===== src/rtl/uart_pkg.sv =====
// Shared UART definitions: FSM state encodings and baud-tick arithmetic
// used by both the receiver and the transmitter.
package uart_pkg;

    typedef enum logic [2:0] {
        IDLE   = 3'd0,
        START  = 3'd1,
        DATA   = 3'd2,
        PARITY = 3'd3,
        STOP   = 3'd4
    } uart_state_t;

    function automatic int unsigned calc_n_ticks(input int unsigned clk_freq,
                                                 input int unsigned baud_rate);
        return clk_freq / baud_rate;
    endfunction

    function automatic int unsigned calc_half_ticks(input int unsigned clk_freq,
                                                    input int unsigned baud_rate);
        return calc_n_ticks(clk_freq, baud_rate) / 2;
    endfunction

endpackage


===== src/rtl/uart_sync2.sv =====
// Two-flop synchronizer for a single asynchronous input; RST_VAL sets the
// value both flops take during reset (1 for an idle-high serial line).
module uart_sync2 #(
    parameter logic RST_VAL = 1'b1
) (
    input  logic clk,
    input  logic rst_n,
    input  logic d,
    output logic q
);

    logic meta;

    always_ff @(posedge clk or negedge rst_n) begin
        if (!rst_n) begin
            meta <= RST_VAL;
            q    <= RST_VAL;
        end else begin
            meta <= d;
            q    <= meta;
        end
    end

endmodule


===== src/rtl/uart_rx_axis.sv =====
// UART receiver (8N1, LSB first) with mid-bit sampling, false-start rejection,
// stop-bit check and a one-entry AXI-stream holding register.
// Define UART_RX_PARITY_EN to add a parity bit (PARITY_ODD selects odd/even).
module uart_rx_axis #(
    parameter int unsigned CLK_FREQ   = 25_000_000,
    parameter int unsigned BAUD_RATE  = 115200,
    parameter bit          PARITY_ODD = 1'b0
) (
    input  logic       clk,
    input  logic       rst_n,
    input  logic       rx_data,
    output logic [7:0] axis_tdata,
    output logic       axis_tvalid,
    input  logic       axis_tready,
    output logic       busy,
    output logic       frame_err,
    output logic       overrun,
    output logic       parity_err
);

    import uart_pkg::*;

    localparam int unsigned N_TICKS = calc_n_ticks(CLK_FREQ, BAUD_RATE);
    localparam int unsigned HALF    = calc_half_ticks(CLK_FREQ, BAUD_RATE);
    localparam int unsigned CW      = $clog2(N_TICKS + 1);
    localparam logic [CW-1:0] CNT_BIT  = CW'(N_TICKS - 1);
    localparam logic [CW-1:0] CNT_HALF = CW'(HALF - 1);

    uart_state_t   state;
    logic          rx_s;
    logic          armed;
    logic [CW-1:0] cnt;
    logic [2:0]    bit_idx;
    logic [7:0]    shreg;

    uart_sync2 #(.RST_VAL(1'b1)) u_sync (
        .clk   (clk),
        .rst_n (rst_n),
        .d     (rx_data),
        .q     (rx_s)
    );

`ifdef UART_RX_PARITY_EN
    logic par_bad;
`else
    assign parity_err = 1'b0 & PARITY_ODD;
`endif

    always_ff @(posedge clk or negedge rst_n) begin
        if (!rst_n) begin
            state       <= IDLE;
            armed       <= 1'b0;
            cnt         <= '0;
            bit_idx     <= '0;
            shreg       <= '0;
            busy        <= 1'b0;
            axis_tdata  <= '0;
            axis_tvalid <= 1'b0;
            frame_err   <= 1'b0;
            overrun     <= 1'b0;
`ifdef UART_RX_PARITY_EN
            parity_err  <= 1'b0;
            par_bad     <= 1'b0;
`endif
        end else begin
            frame_err <= 1'b0;
            overrun   <= 1'b0;
`ifdef UART_RX_PARITY_EN
            parity_err <= 1'b0;
`endif
            // A completed transfer frees the holding register; a delivery
            // later in this cycle may reload it.
            if (axis_tvalid && axis_tready)
                axis_tvalid <= 1'b0;

            case (state)
                IDLE: begin
                    if (rx_s) begin
                        armed <= 1'b1;
                    end else if (armed) begin
                        cnt   <= '0;
                        busy  <= 1'b1;
                        state <= START;
                    end
                end
                START: begin
                    if (cnt == CNT_HALF) begin
                        if (rx_s) begin
                            busy  <= 1'b0;
                            state <= IDLE;
                        end else begin
                            cnt     <= '0;
                            bit_idx <= '0;
                            state   <= DATA;
                        end
                    end else begin
                        cnt <= cnt + 1'b1;
                    end
                end
                DATA: begin
                    if (cnt == CNT_BIT) begin
                        cnt     <= '0;
                        shreg   <= {rx_s, shreg[7:1]};
                        bit_idx <= bit_idx + 1'b1;
                        if (bit_idx == 3'd7) begin
`ifdef UART_RX_PARITY_EN
                            state <= PARITY;
`else
                            state <= STOP;
`endif
                        end
                    end else begin
                        cnt <= cnt + 1'b1;
                    end
                end
`ifdef UART_RX_PARITY_EN
                PARITY: begin
                    if (cnt == CNT_BIT) begin
                        cnt     <= '0;
                        par_bad <= rx_s ^ (^shreg) ^ PARITY_ODD;
                        state   <= STOP;
                    end else begin
                        cnt <= cnt + 1'b1;
                    end
                end
`endif
                STOP: begin
                    if (cnt == CNT_BIT) begin
                        busy  <= 1'b0;
                        state <= IDLE;
                        if (!rx_s) begin
                            frame_err <= 1'b1;
                            armed     <= 1'b0;
`ifdef UART_RX_PARITY_EN
                        end else if (par_bad) begin
                            parity_err <= 1'b1;
`endif
                        end else if (!axis_tvalid || axis_tready) begin
                            axis_tdata  <= shreg;
                            axis_tvalid <= 1'b1;
                        end else begin
                            overrun <= 1'b1;
                        end
                    end else begin
                        cnt <= cnt + 1'b1;
                    end
                end
                default: begin
                    busy  <= 1'b0;
                    state <= IDLE;
                end
            endcase
        end
    end

endmodule


===== config.mk =====
export PLATFORM = sky130hd
export DESIGN_NAME = uart_rx_axis
export DESIGN_NICKNAME = d
export VERILOG_FILES = /design/src/rtl/uart_pkg.sv /design/src/rtl/uart_sync2.sv /design/src/rtl/uart_rx_axis.sv
export SDC_FILE = /design/constraint.sdc
export NUM_CORES = 1
export LEC_CHECK = 0
export CAP_MARGIN = 10
export CORE_UTILIZATION = 56
export CTS_CLUSTER_SIZE = 16
export DETAILED_ROUTE_END_ITERATION = 6
export PLACE_DENSITY = 0.82
export SLEW_MARGIN = 20
export SYNTH_ARGS = -nofsm -noshare
export SYNTH_HDL_FRONTEND = slang
export SYNTH_SLANG_ARGS = --single-unit

===== constraint.sdc =====
create_clock -name clk -period 2.6 [get_ports clk]
set_clock_uncertainty 0.05 [all_clocks]
set_input_delay 0.65 -clock clk [delete_from_list [all_inputs] [get_ports clk]]
set_output_delay 0.65 -clock clk [all_outputs]
set_load 0.01 [all_outputs]

* After elaboration in Yosys (flattened, before gate mapping)
Cells that the tools add are included.
** Operators by class
- Add/sub/neg operators :: 2
- Equal/unequal tests :: 18
- Muxes and demuxes :: 41
- Bitwise logic cells :: 1
- Reductions and logical operators :: 14
** Operators by type and width (number)
- $mux W8 :: 6
- $pmux W8 S4 :: 1
- $mux W3 :: 9
- $mux W1 :: 20
- $ne A2 B2 Y1 const B :: 9
- $pmux W3 S4 :: 1
- $reduce_and A4 Y1 :: 3
- $reduce_and A6 Y1 :: 2
- $add A8 B1 Y8 const B :: 1
- $eq A8 B7 Y1 const B :: 1
- $eq A8 B8 Y1 const B :: 1
- $eq A3 B3 Y1 const B :: 2
- $pmux W3 S2 :: 1
- $reduce_and A5 Y1 :: 1
- $ne A2 B1 Y1 const B :: 2
- $pmux W1 S4 :: 1
- $reduce_bool A2 Y1 :: 2
- $reduce_bool A4 Y1 :: 1
- $add A3 B1 Y3 const B :: 1
- $eq A3 B1 Y1 const B :: 1
- $eq A3 B2 Y1 const B :: 1
- $logic_not A3 Y1 :: 1
- $ne A3 B3 Y1 const B :: 1
- $mux W2 :: 1
- other kinds (6) :: 6
** Word-level totals
- Flip-flop bits (word level) :: 37
- Input port bits :: 4

* Logic depth before layout (Yosys ltp)
- Depth in word-level cells :: 6
- Depth in mapped cells :: 8

* Hierarchy
From an unflattened synthesis, not the netlist that was laid out.
** Unflattened totals
- Cells, all modules :: 155
- Area total of the unflattened synthesis :: 1800.5 µm²
** By module, submodules not included
- uart_rx_axis :: times used 1, cells each 153, area an instance 1747.9 µm², seq. area each 875.8 µm²
- uart_sync2 :: times used 1, cells each 2, area an instance 52.6 µm², seq. area each 52.6 µm²

* Worst setup path before layout
No wires, ideal clock.
- Path type :: reg-to-reg
- Start point :: register cnt[0]
- End point :: register shreg[1]
- Arrival time :: 1.673 ns
- Required time :: 2.425 ns
- Slack :: 0.752 ns
- Stages on the path, launching flop included :: 9
- Buffers on the path :: 2
- Clock period less this slack :: 1.848 ns
- Cell sequence :: dfrtp_1 -> inv_1 -> ha_1 -> nand4b_1 -> nor3_2 -> buf_4 -> nor3b_2 -> buf_4 -> mux2_2
** Between the ends
- Cells in the longest elaborated chain, start to end :: 2
** RTL lines
- from (decl) :: line uart_rx_axis.sv:32 : logic [CW-1:0] cnt;
- from (signal assigned) :: line uart_rx_axis.sv:97 : cnt <= cnt + 1'b1;
- from (signal assigned) :: line uart_rx_axis.sv:113 : cnt <= cnt + 1'b1;
- from (signal assigned) :: line uart_rx_axis.sv:145 : cnt <= cnt + 1'b1;
- $eq A8 B8 Y1 :: line uart_rx_axis.sv:101 : if (cnt == CNT_BIT) begin
- $reduce_and A2 Y1 (no source line)
- to (signal assigned) :: line uart_rx_axis.sv:103 : shreg <= {rx_s, shreg[7:1]};
- to (decl) :: line uart_rx_axis.sv:34 : logic [7:0] shreg;
No other way between the ends.
A chain may end at the register's enable or synchronous reset.

* Final worst setup path
- Start point :: register cnt[1]
- End point :: register axis_tdata[3]
** Between the ends
- Cells in the longest elaborated chain, start to end :: 2
** RTL lines
- $eq A8 B8 Y1 :: line uart_rx_axis.sv:128 : if (cnt == CNT_BIT) begin
- $reduce_and A4 Y1 (no source line)
- to (signal assigned) :: line uart_rx_axis.sv:139 : axis_tdata <= shreg;
- to (decl) :: line uart_rx_axis.sv:12 : output logic [7:0] axis_tdata,
No other way between the ends.

==> flow_summary_export.csv <==
group,metric,value,unit
critical_path,rr_worst_depth,8,
floorplanning,dieArea,0.00337,mm²
clock_network,ctsResizeCount,0,
logic_synthesis,yosys.area.top_type_share,49.8,%
logic_synthesis,yosys_warnings,0,
outcome,violations,"DRC",
route,ant_nets,0,
critical_path,critPathRequiredTime,2.78,ns
clock_network,ctsHoldBuffers,0,
clock_network,clockBufferDepth,2,
cells_and_area,fillCellCount,204,
sta,tightest_slew,0.775,ns
floorplanning,boundaryPins,17,
global_route,grt_pass1_wl,5440,µm
critical_path,cp-end-kind,"flop",
sta,fin_hold_ws,0.312,ns
place,io_buffers,15,
logic_synthesis,synth.most_common_cell,"dfrtp_1",
job,maxCapViolCount,0,
floorplanning,core_area,0.00285,mm²
logic_synthesis,synth_area_leader_cell,"dfrtp_1",
cells_and_area,layout-drive-gt1-share,24.1,%
clock_network,htreeDepth,2,
global_route,first_global_vias,1217,
logic_synthesis,synth_area_per_cell,11.9,µm²
logic_synthesis,async_reset_ff_share,100,%
logic_synthesis,ys_top_cells_by_area,"dfrtp_1 (50%), mux2_2 (11%), a22o_1 (4.5%), dfstp_2 (3.0%), ha_1 (2.8%)",
floorplanning,die_y,58.0,µm
route,drtIter0Drc,67,
cells_and_area,layout.nets,174,
power_and_ir_drop,clockPowerShare,25.9,%
logic_synthesis,synth_edf_count,0,
route,wl_per_cell,15.9,µm
clock_network,cts_setup_buffers,0,
place,place_hpwl,2270,µm
cells_and_area,syn_to_final_growth,13.7,%
power_and_ir_drop,power.share.combinational,27.5,%
sta,drv_slew,0,
route,firstDrtPassIters,6,
route,drc_errors,3,
power_and_ir_drop,leakage,0.935,nW
power_and_ir_drop,p_sw,0.469,mW
place,dp_slack,0.490,ns
critical_path,r2r_end,"axis_tdata[3]$_DFFE_PN0P_",
cells_and_area,fin_cells,197,
critical_path,reg2reg_from,"cnt[1]$_DFFE_PN0P_",
sta,slew_headroom,48.4,%
place,dp.cells,190,
sta,finalWorstSetupSlack,0.494,ns
sta,finalSetupTns,0,ns
route,routed_via_density,6.18,
sta,finalSetupViolations,0,
place,gp_congestion,0.820,
clock_network,clock_latency,0.35,ns
sta,hold_viol_final,0,
sta,rsz0062_at_grt,"false",
critical_path,reg2reg_slack,0.49,ns
power_and_ir_drop,p_int,0.984,mW
global_route,antenna_found_initial,0,
power_and_ir_drop,power,1.45,mW
clock_network,root_buffer,"clkbuf_4",
clock_network,cts_tree,"done",
sta,period_needed,2.11,ns
logic_synthesis,synth_area,0.00176,mm²
critical_path,critPathKind,"flop to flop",
logic_synthesis,yosys.cell_types.count,40,
logic_synthesis,synthFlopType,"dfrtp_1",
worst_hold_path,worst_hold_path_type,"input pin to async pin",
critical_path,start_kind,"flop",
power_and_ir_drop,power_density,727,mW/mm²
outcome,status,"finished with violations",
logic_synthesis,seq_area_frac_synth,52.8,%
logic_synthesis,synth-seq-cells,37,
clock_network,numCtsBuffers,5,
sta,timing.fmax,0.475,GHz
global_route,grt-ovfl-total,0,
critical_path,arrival,2.28,ns
logic_synthesis,netlist_instances,148,
power_and_ir_drop,seqPwrFrac,46.7,%
logic_synthesis,syn_nets,156,
floorplanning,die_w,58.0,µm
floorplanning,start_util,61.6,%
critical_path,worstSetupStartpoint,"cnt[1]$_DFFE_PN0P_",
clock_network,cts.clk_slew.worst_paths,0.12,ns
clock_network,clkSinkCount,37,
sta,min_period_over_period,81.0,%
global_route,grtUsageTotal,22.4,%
route,wl,3140,µm
critical_path,path_max_fanout,8,
route,vias,1218,
power_and_ir_drop,swShare,32.3,%
logic_synthesis,synth_commonest_cells,"dfrtp_1 (35), mux2_2 (17), nor2_1 (10)",
global_route,grt_max_degree,38,
power_and_ir_drop,peakVddDrop,405,µV
cells_and_area,diodes,0,
floorplanning,rows,19,
## layout make-up
cell class / count / area [µm²] / area share, %
clock buffers: 5 / 37.5 / 1.88
well taps: 31 / 38.8 / 1.94
inverters: 5 / 18.8 / 0.939
clock inverters: 2 / 35.0 / 1.75
flip-flops and latches: 37 / 928 / 46.5
multi-input cells: 99 / 772 / 38.6
repair buffers: 18 / 168 / 8.39
## cells by family (layout without fill, tap and decap cells)
group | count (synthesis) | count (layout) | synth area share, %
AO/OA/AOI/OAI | 31 | 31 | 13.6
adder cells (fa/ha/maj) | 4 | 4 | 2.85
buffers and inverters | 12 | 30 | 3.27
flip-flops | 37 | 37 | 52.8
multiplexers | 18 | 18 | 11.7
other | 1 | 1 | 0.213
AND/OR/NAND/NOR | 45 | 45 | 15.5
## worst max path at each step
stage                                      endpoint  slack, ns  cells after the start
after global placement    axis_tdata[3]$_DFFE_PN0P_       0.55                      5
after detailed placement  axis_tdata[3]$_DFFE_PN0P_       0.49                      5
final                     axis_tdata[3]$_DFFE_PN0P_       0.49                      8
after CTS                 axis_tdata[3]$_DFFE_PN0P_       0.51                      8
after floorplan                shreg[1]$_DFFE_PN0P_       0.75                      8
after global routing      axis_tdata[1]$_DFFE_PN0P_       0.31                      8
## flip-flops by register name (all words and copies together) (netlist names), 3 cells and up
name / count
axis_tdata: 8
cnt: 8
shreg: 8
bit_idx: 3
state: 3
## power by group through the flow
stage | Clock [mW] | Sequential [mW] | Combinational (mW)
finish | 0.376 | 0.678 | 0.399
global route | 0.406 | 0.687 | 0.446
CTS | 0.389 | 0.678 | 0.399
detailed placement | 0 | 0.690 | 0.395
global placement | 0 | 0.687 | 0.376
floorplan | 0 | 0.655 | 0.335
## cells in the final DEF (no fill, tap or decap), types with 2 or more instances in the layout
cell,instances
a22o_1,9
clkdlybuf4s50_1,14
ha_1,4
o21ai_1,6
nand2b_1,3
buf_4,3
nand2_1,8
a21oi_1,4
nor3b_2,2
nor2_1,10
clkbuf_4,5
nor2b_1,7
and3_1,2
inv_1,4
o21ai_0,4
mux2_2,17
dfrtp_1,35
nand4b_1,2
nor3_1,2
dfstp_2,2
## through the flow
stage          util (%)  area [µm²]
6_report           70.0        2000
5_1_grt            70.0        2000
3_3_place_gp       67.5        1930
3_5_place_dp       67.5        1930
2_1_floorplan         -        1760
4_1_cts            70.0        2000
## per-layer routing
layer / up-vias / share of wire (%) / track usage [%]
li1: 567 / - / -
met1: 607 / 44 / 28.1
met2: 34 / 50 / 35.3
met3: 10 / 4.1 / 4.91
met4: 0 / 2.1 / 14.6
met5: - / 0 / 0
## critical path, cell delays in order, from the launching register on
cell      delay (ns)
dfrtp_1         0.43
inv_1           0.07
ha_1            0.14
nand4b_1        0.12
nor3_2          0.28
nand4_1         0.21
nor2b_1         0.16
buf_4           0.18
mux2_2          0.35
No activity file was read; power rests on OpenSTA's default activity.
